==> src/rtl/intr_host_agent.sv <==
// Host-side interrupt agent: programs the controller mode after reset, runs the
// two-stage acknowledge handshake, validates the vector, hands off to the ISR engine and returns EOI.
module intr_host_agent #(
  parameter int ACK_DELAY   = 6,
  parameter int VEC_TIMEOUT = 16
) (
  input  logic        clk,
  input  logic        rst_in,
  input  logic        mode_i,
  input  logic [23:0] prio_order_i,
  input  logic        intr_out_i,
  input  logic        bus_oe_i,
  input  logic [7:0]  bus_in,
  output logic        intr_ack_n,
  output logic [7:0]  bus_out,
  output logic        bus_out_en,
  output logic        isr_valid,
  output logic [2:0]  isr_id,
  input  logic        isr_done,
  output logic        err,
  output logic [7:0]  served_cnt
);

  localparam logic [3:0] S_CFG   = 4'd0;
  localparam logic [3:0] S_IDLE  = 4'd1;
  localparam logic [3:0] S_WAIT1 = 4'd2;
  localparam logic [3:0] S_ACK1  = 4'd3;
  localparam logic [3:0] S_VEC   = 4'd4;
  localparam logic [3:0] S_WAIT2 = 4'd5;
  localparam logic [3:0] S_ACK2  = 4'd6;
  localparam logic [3:0] S_ISR   = 4'd7;
  localparam logic [3:0] S_EOI   = 4'd8;
  localparam logic [3:0] S_GAP   = 4'd9;

  localparam logic [7:0] ACK_D8 = 8'(ACK_DELAY);
  localparam logic [7:0] VTO_D8 = 8'(VEC_TIMEOUT);

  logic [3:0]  r_state;
  logic [7:0]  r_cnt;
  logic [1:0]  r_idx;
  logic        r_mode;
  logic [23:0] r_prio;
  logic        r_ack_n;
  logic [7:0]  r_bus_out;
  logic        r_isr_valid;
  logic [2:0]  r_isr_id;
  logic        r_err;
  logic [7:0]  r_served;

  logic        w_mode;
  logic [23:0] w_prio;
  logic [7:0]  w_cfg_word;
  logic [4:0]  w_vec_hdr;
  logic [4:0]  w_eoi_hdr;

  // First CFG cycle uses the live inputs; that edge is also when they get latched.
  assign w_mode    = (r_idx == 2'd0) ? mode_i       : r_mode;
  assign w_prio    = (r_idx == 2'd0) ? prio_order_i : r_prio;
  assign w_vec_hdr = r_mode ? 5'b10011 : 5'b01011;
  assign w_eoi_hdr = r_mode ? 5'b01100 : 5'b10100;

  always_comb begin
    w_cfg_word = 8'h00;
    case (r_idx)
      2'd0:    w_cfg_word = {w_prio[23:18], 2'b10};
      2'd1:    w_cfg_word = {w_prio[17:12], 2'b10};
      2'd2:    w_cfg_word = {w_prio[11:6],  2'b10};
      default: w_cfg_word = {w_prio[5:0],   2'b10};
    endcase
  end

  always_ff @(posedge clk or posedge rst_in) begin
    if (rst_in) begin
      r_state     <= S_CFG;
      r_cnt       <= 8'd0;
      r_idx       <= 2'd0;
      r_mode      <= 1'b0;
      r_prio      <= 24'd0;
      r_ack_n     <= 1'b1;
      r_bus_out   <= 8'h00;
      r_isr_valid <= 1'b0;
      r_isr_id    <= 3'd0;
      r_err       <= 1'b0;
      r_served    <= 8'd0;
    end else begin
      r_ack_n <= 1'b1;
      case (r_state)
        S_CFG: begin
          if (r_idx == 2'd0) begin
            r_mode <= mode_i;
            r_prio <= prio_order_i;
          end
          if (bus_oe_i) r_err <= 1'b1;
          if (!w_mode) begin
            r_bus_out <= 8'h01;
            r_state   <= S_IDLE;
          end else begin
            r_bus_out <= w_cfg_word;
            r_idx     <= r_idx + 2'd1;
            if (r_idx == 2'd3) r_state <= S_IDLE;
          end
        end
        S_IDLE: if (intr_out_i) begin
          r_state <= S_WAIT1;
          r_cnt   <= ACK_D8;
        end
        S_WAIT1: if (r_cnt == 8'd1) begin
          r_state <= S_ACK1;
          r_ack_n <= 1'b0;
        end else r_cnt <= r_cnt - 8'd1;
        S_ACK1: begin
          r_state <= S_VEC;
          r_cnt   <= VTO_D8;
        end
        S_VEC: begin
          if (bus_oe_i) begin
            if (bus_in[7:3] == w_vec_hdr) begin
              r_isr_id <= bus_in[2:0];
              r_state  <= S_WAIT2;
              r_cnt    <= ACK_D8;
            end else begin
              r_err   <= 1'b1;
              r_state <= S_IDLE;
            end
          end else if (r_cnt == 8'd1) begin
            r_err   <= 1'b1;
            r_state <= S_IDLE;
          end else r_cnt <= r_cnt - 8'd1;
        end
        S_WAIT2: if (r_cnt == 8'd1) begin
          r_state <= S_ACK2;
          r_ack_n <= 1'b0;
        end else r_cnt <= r_cnt - 8'd1;
        S_ACK2: begin
          r_state     <= S_ISR;
          r_isr_valid <= 1'b1;
        end
        S_ISR: if (isr_done) begin
          r_isr_valid <= 1'b0;
          r_bus_out   <= {w_eoi_hdr, r_isr_id};
          r_ack_n     <= 1'b0;
          r_state     <= S_EOI;
        end
        S_EOI: begin
          if (bus_oe_i) r_err <= 1'b1;
          r_served <= r_served + 8'd1;
          r_cnt    <= 8'd2;
          r_state  <= S_GAP;
        end
        S_GAP: if (r_cnt == 8'd1) r_state <= S_IDLE;
               else r_cnt <= r_cnt - 8'd1;
        default: r_state <= S_IDLE;
      endcase
    end
  end

  assign intr_ack_n = r_ack_n;
  assign bus_out    = r_bus_out;
  assign bus_out_en = ~bus_oe_i;
  assign isr_valid  = r_isr_valid;
  assign isr_id     = r_isr_id;
  assign err        = r_err;
  assign served_cnt = r_served;

endmodule
==> config.mk <==
export PLATFORM = sky130hd
export DESIGN_NAME = intr_host_agent
export DESIGN_NICKNAME = d
export VERILOG_FILES = /design/src/rtl/intr_host_agent.sv
export SDC_FILE = /design/constraint.sdc
export NUM_CORES = 1
export LEC_CHECK = 0
export ABC_AREA = 1
export BUFFER_PORTS_ARGS = -buffer_cell sky130_fd_sc_hd__buf_2
export CORE_ASPECT_RATIO = 1.5
export CORE_MARGIN = 3
export CORE_UTILIZATION = 59
export CTS_CLUSTER_DIAMETER = 100
export DETAILED_ROUTE_END_ITERATION = 6
export PLACE_DENSITY = 0.84
export SLEW_MARGIN = 15
export SYNTH_ARGS = -nofsm -noshare
export SYNTH_HDL_FRONTEND = slang
export SYNTH_SLANG_ARGS = --single-unit
==> constraint.sdc <==
create_clock -name clk -period 3.6 [get_ports clk]
set_clock_uncertainty 0.1 [all_clocks]
set_input_delay 0.54 -clock clk [delete_from_list [all_inputs] [get_ports clk]]
set_output_delay 0.54 -clock clk [all_outputs]
set_load 0.1 [all_outputs]
Yosys cells after proc, flatten, opt, wreduce, memory -nomap -nowiden. Cells that the tools add are included.

Bits in registers: 61. Logic and storage cells: 87. Input bits: 38. Output and inout port bits: 23.

Reduce and logical (&&, ||, !) cells: 16. Equality and inequality tests: 23. Mux-type cells: 33. Bitwise gates (word level): 1. Add/subtract/negate cells: 3.

Operators by type and width (number): $mux W8 (6); $pmux W4 S10 (1); $pmux W8 S5 (1); $mux W4 (8); $mux W24 (1); $pmux W8 S3 (1); $eq A4 B3 Y1 const B (4); $pmux W8 S2 (1); $ne A3 B3 Y1 const B (4); $mux W5 (2); $add A8 B1 Y8 const B (1); $eq A4 B2 Y1 const B (2); $eq A4 B4 Y1 const B (2); $eq A8 B1 Y1 const B (1); $mux W1 (8); $ne A2 B2 Y1 const B (4); $sub A8 B1 Y8 const B (1); $pmux W1 S2 (3); $reduce_and A2 Y1 (3); $reduce_and A3 Y1 (2); $reduce_bool A2 Y1 (3); $eq A5 B5 Y1 (1); $reduce_and A5 Y1 (1); $reduce_bool A5 Y1 (1); other kinds (12) (14).

Logic depth before layout (Yosys ltp).
Depth after elaboration: 5. Mapped depth: 11. Mapped depth without buffers: 11.

Least setup slack after synthesis. Ideal clock, no wire load.

Path type: input-to-reg. Start: in bus_oe_i. End: reg r_cnt[6]. Data required time: 3374 ps. Arrival time: 1825 ps. Stages: 6. Buffers on the path: 0. Slack: 1548 ps. Setup time: 126 ps. Path through: inv_1 nor2_2 a21oi_1 nand2_4 nand2_1 o21ai_0.

Word-level cells in the longest chain between the ends: 2. Elaborated cells on any way between the ends: 4. Those cells by class: eq/ne: 1; mux: 2; reduce/logical: 1.

RTL lines: from (decl) (RTL line 12) `input logic bus_oe_i,`; $mux W8 or $ne A3 B3 Y1 (tied branches); $pmux W8 S5 or $reduce_and A3 Y1 (tied branches); to (signal assigned) (RTL line 110) `end else r_cnt <= r_cnt - 8'd1;`; to (signal assigned) (RTL line 128) `end else r_cnt <= r_cnt - 8'd1;`; to (signal assigned) (RTL line 133) `end else r_cnt <= r_cnt - 8'd1;`; to (decl) (RTL line 39) `logic [7:0] r_cnt;`.

Parallel ways exist; a longest one is shown, timed or not. A chain may end at the register's enable or synchronous reset.

Worst setup path in the final report.
Start: reg r_idx[0]. End: reg r_bus_out[5] (netlist: bus_out[5]).

Word-level cells in the longest chain between the ends: 5. Elaborated cells on any way between the ends: 8. Those cells by class: eq/ne: 2; mux: 5; reduce/logical: 1.

RTL lines: from (decl) (RTL line 40) `logic [1:0] r_idx;`; from (signal assigned) (RTL line 99) `r_idx <= r_idx + 2'd1;`; $logic_not A2 Y1 (RTL line 57, 58, 64); $mux W24; $pmux W8 S3 (RTL line 64) `case (r_idx)`; $mux W8 * (RTL line 94) `if (!w_mode) begin`; $pmux W8 S2 * (RTL line 87) `case (r_state)`; to (signal assigned) (RTL line 98) `r_bus_out <= w_cfg_word;`; to (signal assigned) (RTL line 140) `r_bus_out <= {w_eoi_hdr, r_isr_id};`; to (decl) (RTL line 44) `logic [7:0] r_bus_out;`.

Mark *: on every way between the ends. The rest lies on a longest branch, timed or not.

==> metrics.txt <==
status complete, no violations; FF-to-FF path depth 10; drt first-iter violations 165; Syn Nets 480; Post-DP HPWL 5730 um; Worst Setup SP r_idx[0]; WL/cell 13.2 um; clock sinks 55; internal power 0.00158 W; largest net degree at the start of global routing 43; number of iterations in the first detailed-routing pass 4; TritonCTS Buffers 5; clock latency on the worst-skew pair 310 ps; Clock Path Buffers 2; area leader, netlist dfrtp_1; Final min period 2290 ps; Vias/cell 5.20; Max-cap violations 0; number of global-route vias before repair 2820; final wirelength 7390 um; Worst VDD drop 0.468 mV; DP Cell Count 553; Area Overhead vs Synth 14.2%; sw frac 53.9%; H-tree Lvls 2; CP Data Arrival Time 2370 ps; Hold Fails Final Rpt 0; layout cells sized above 1 19.7%; n_diodes 0; cells taking the most area after synthesis dfrtp_1, nand2_1, o21ai_0; Remaining DRCs 0; Comb pwr share 59.2%; Cells after Synth 435; Synth Register Bits 55; RSZ-0062 raised after global routing false; gr usage total 25.4%; post_cts resized 0; Port Buffer Count 60; Final Cycle Share 63.5%; TNS Setup 0 ps; Die Span Y 96.1 um; worst reg2reg startpoint r_idx[0]; crit path max fanout 23; slew at the pin closest to its max-slew limit 896 ps; CP Class reg2reg; Ys Warns 0; Psw 0.00185 W; critical-path cell list inv_1 -> ha_1 -> buf_4 -> inv_1 -> a21boi_0 -> nand2_1 -> nand2_1 -> inv_1 -> nand2_1 -> a21oi_1; worst path required time 3680 ps; Met3 Wirelength 337 um; R2R setup slack 1310 ps; Synth top area share 42.3%; Core ar. 5200 um2; fin area 3650 um2; synthesized area 3190 um2; Worst Hold Class in2async; RR Endpoint bus_out[5]; Worst setup SP type register; global-route wire length before repair 12500 um; PD cells 943 nW/um2; DRT antenna net count 0; sequential power share 28.7%; Static Leakage 1.94 nW; synth unique cells 33; WL met1 2870 um; syn_area_per_cell 7.34 um2; Setup Viol. Count Final 0; Post-Layout Cell Count 561; Max Used Layer met4; Slew Viols, Final 0; Clk pwr share 12.1%; sequential area share after synthesis 43.2%; Max stage delay cell, worst path ha_1; Placed Area 3530 um2; Slew headroom 40.2%; CTS tree done; met2 wire length 3860 um; Max Fclk 438 MHz; post-cts hold buffer count 0; root buffer cell clkbuf_8; initial antenna violation count 0; io pins 61; die width 66.1 um; CTS clk-pin slew, worst paths 100 ps; CP max stage delay 630 ps; global route overflow 0; Final GP Congestion 0.889; Post-CTS Setup Bufs 0; NumNets Final 537; Vias 2920; die footprint 6350 um2; Core Util, Final 70.0%; Row Count 32; initial core utilization 61.3%; crit path capture type register
==> worst max-delay path by stage <==
| stage | endpoint | cells after the start |
|---|---|---|
| 3_3_place_gp | bus_out[5] | 10 |
| 4_1_cts | bus_out[5] | 10 |
| 5_1_grt | bus_out[5] | 10 |
| 6_report | bus_out[5] | 10 |
| 3_5_place_dp | bus_out[5] | 10 |
| 2_1_floorplan | r_cnt[6] | 6 |
==> worst max-delay path, delay by kind of cell (launching register included) <==
family / cells / cell delay (ps)
adder cells (fa/ha/maj): 1 / 630
buffers and inverters: 4 / 580
flip-flops: 1 / 410
AO/OA/AOI/OAI: 2 / 250
AND/OR/NAND/NOR: 3 / 190
==> kinds of logic (layout without fill, tap and decap cells) <==
family                     Yosys count  after routing  share of synthesized area (%)
xor gates and xnor gates            12             12                           3.29
DFF                                 55             55                           43.2
and+or+nand+nor                    213            213                           29.5
AOI/OAI and AO/OA                   74             74                           12.2
buffers and inverters               74            132                           9.13
adders and majority gates            7              7                           2.74
==> area by class of cell <==
class / instances / area [um2]
fillers: 449 / 1560
multi-input cells: 306 / 1520
flip-flops and latches: 55 / 1380
repair buffers: 62 / 315
inverters: 62 / 233
well taps: 68 / 85.1
clock buffers: 5 / 68.8
clock inverters: 3 / 43.8
==> flip-flops by register name, indices dropped and copies added, names as in the netlist <==
name        count
r_mode          1
r_idx           2
r_prio         18
isr_valid       1
served_cnt      8
r_state         4
isr_id          3
bus_out         8
r_cnt           8
err             1
intr_ack_n      1
==> synthesized netlist by cell type (all sizes together) <==
master  count
nand3b      1
nand3      24
nand4       4
nor2       39
a21boi      2
clkbuf      8
nor3        3
buf         4
o21ai      54
xor2        8
o31ai       1
or2         1
o211ai      1
a22oi       1
dfstp       1
nand2     141
xnor2       4
inv        62
a21oi      13
dfrtp      54
o21a        1
ha          7
a22o        1
==> stage by stage <==
stage	power [W]	hold WS (ps)	worst slack [ps]
finish	0.00344	312	1310
global route	0.00375	369	1050
CTS	0.00344	338	1340
detailed placement	0.00302	354	1350
global placement	0.00296	343	1470
floorplan	0.00263	348	1550
==> layer usage <==
metal,vias up,GRT usage (%)
met4,0,12.5
met1,1342,28.8
li1,1476,-
met2,81,46.1
met3,21,3.27
met5,-,0
==> cells in the final DEF (no fill, tap or decap), types with 5 or more instances in the layout <==
cell type | synthesis | layout
a21oi_1 | 13 | 13
buf_2 | 2 | 60
clkbuf_8 | 0 | 5
dfrtp_1 | 54 | 54
ha_1 | 7 | 7
inv_1 | 55 | 54
inv_2 | 7 | 8
nand2_1 | 135 | 135
nand3_1 | 21 | 21
nor2_1 | 30 | 30
nor2_2 | 5 | 5
o21ai_0 | 49 | 49
o21ai_1 | 5 | 5
xor2_1 | 8 | 8
==> power by group through the flow <==
stage,registers [W],clock network (W),logic (W)
6_report,0.000986,0.000416,0.00204
5_1_grt,0.00101,0.000442,0.00229
4_1_cts,0.000984,0.000421,0.00204
3_5_place_dp,0.000997,0,0.00202
3_3_place_gp,0.000987,0,0.00197
2_1_floorplan,0.00142,0,0.00121
Note: power is estimated with default switching activity, not from simulation.
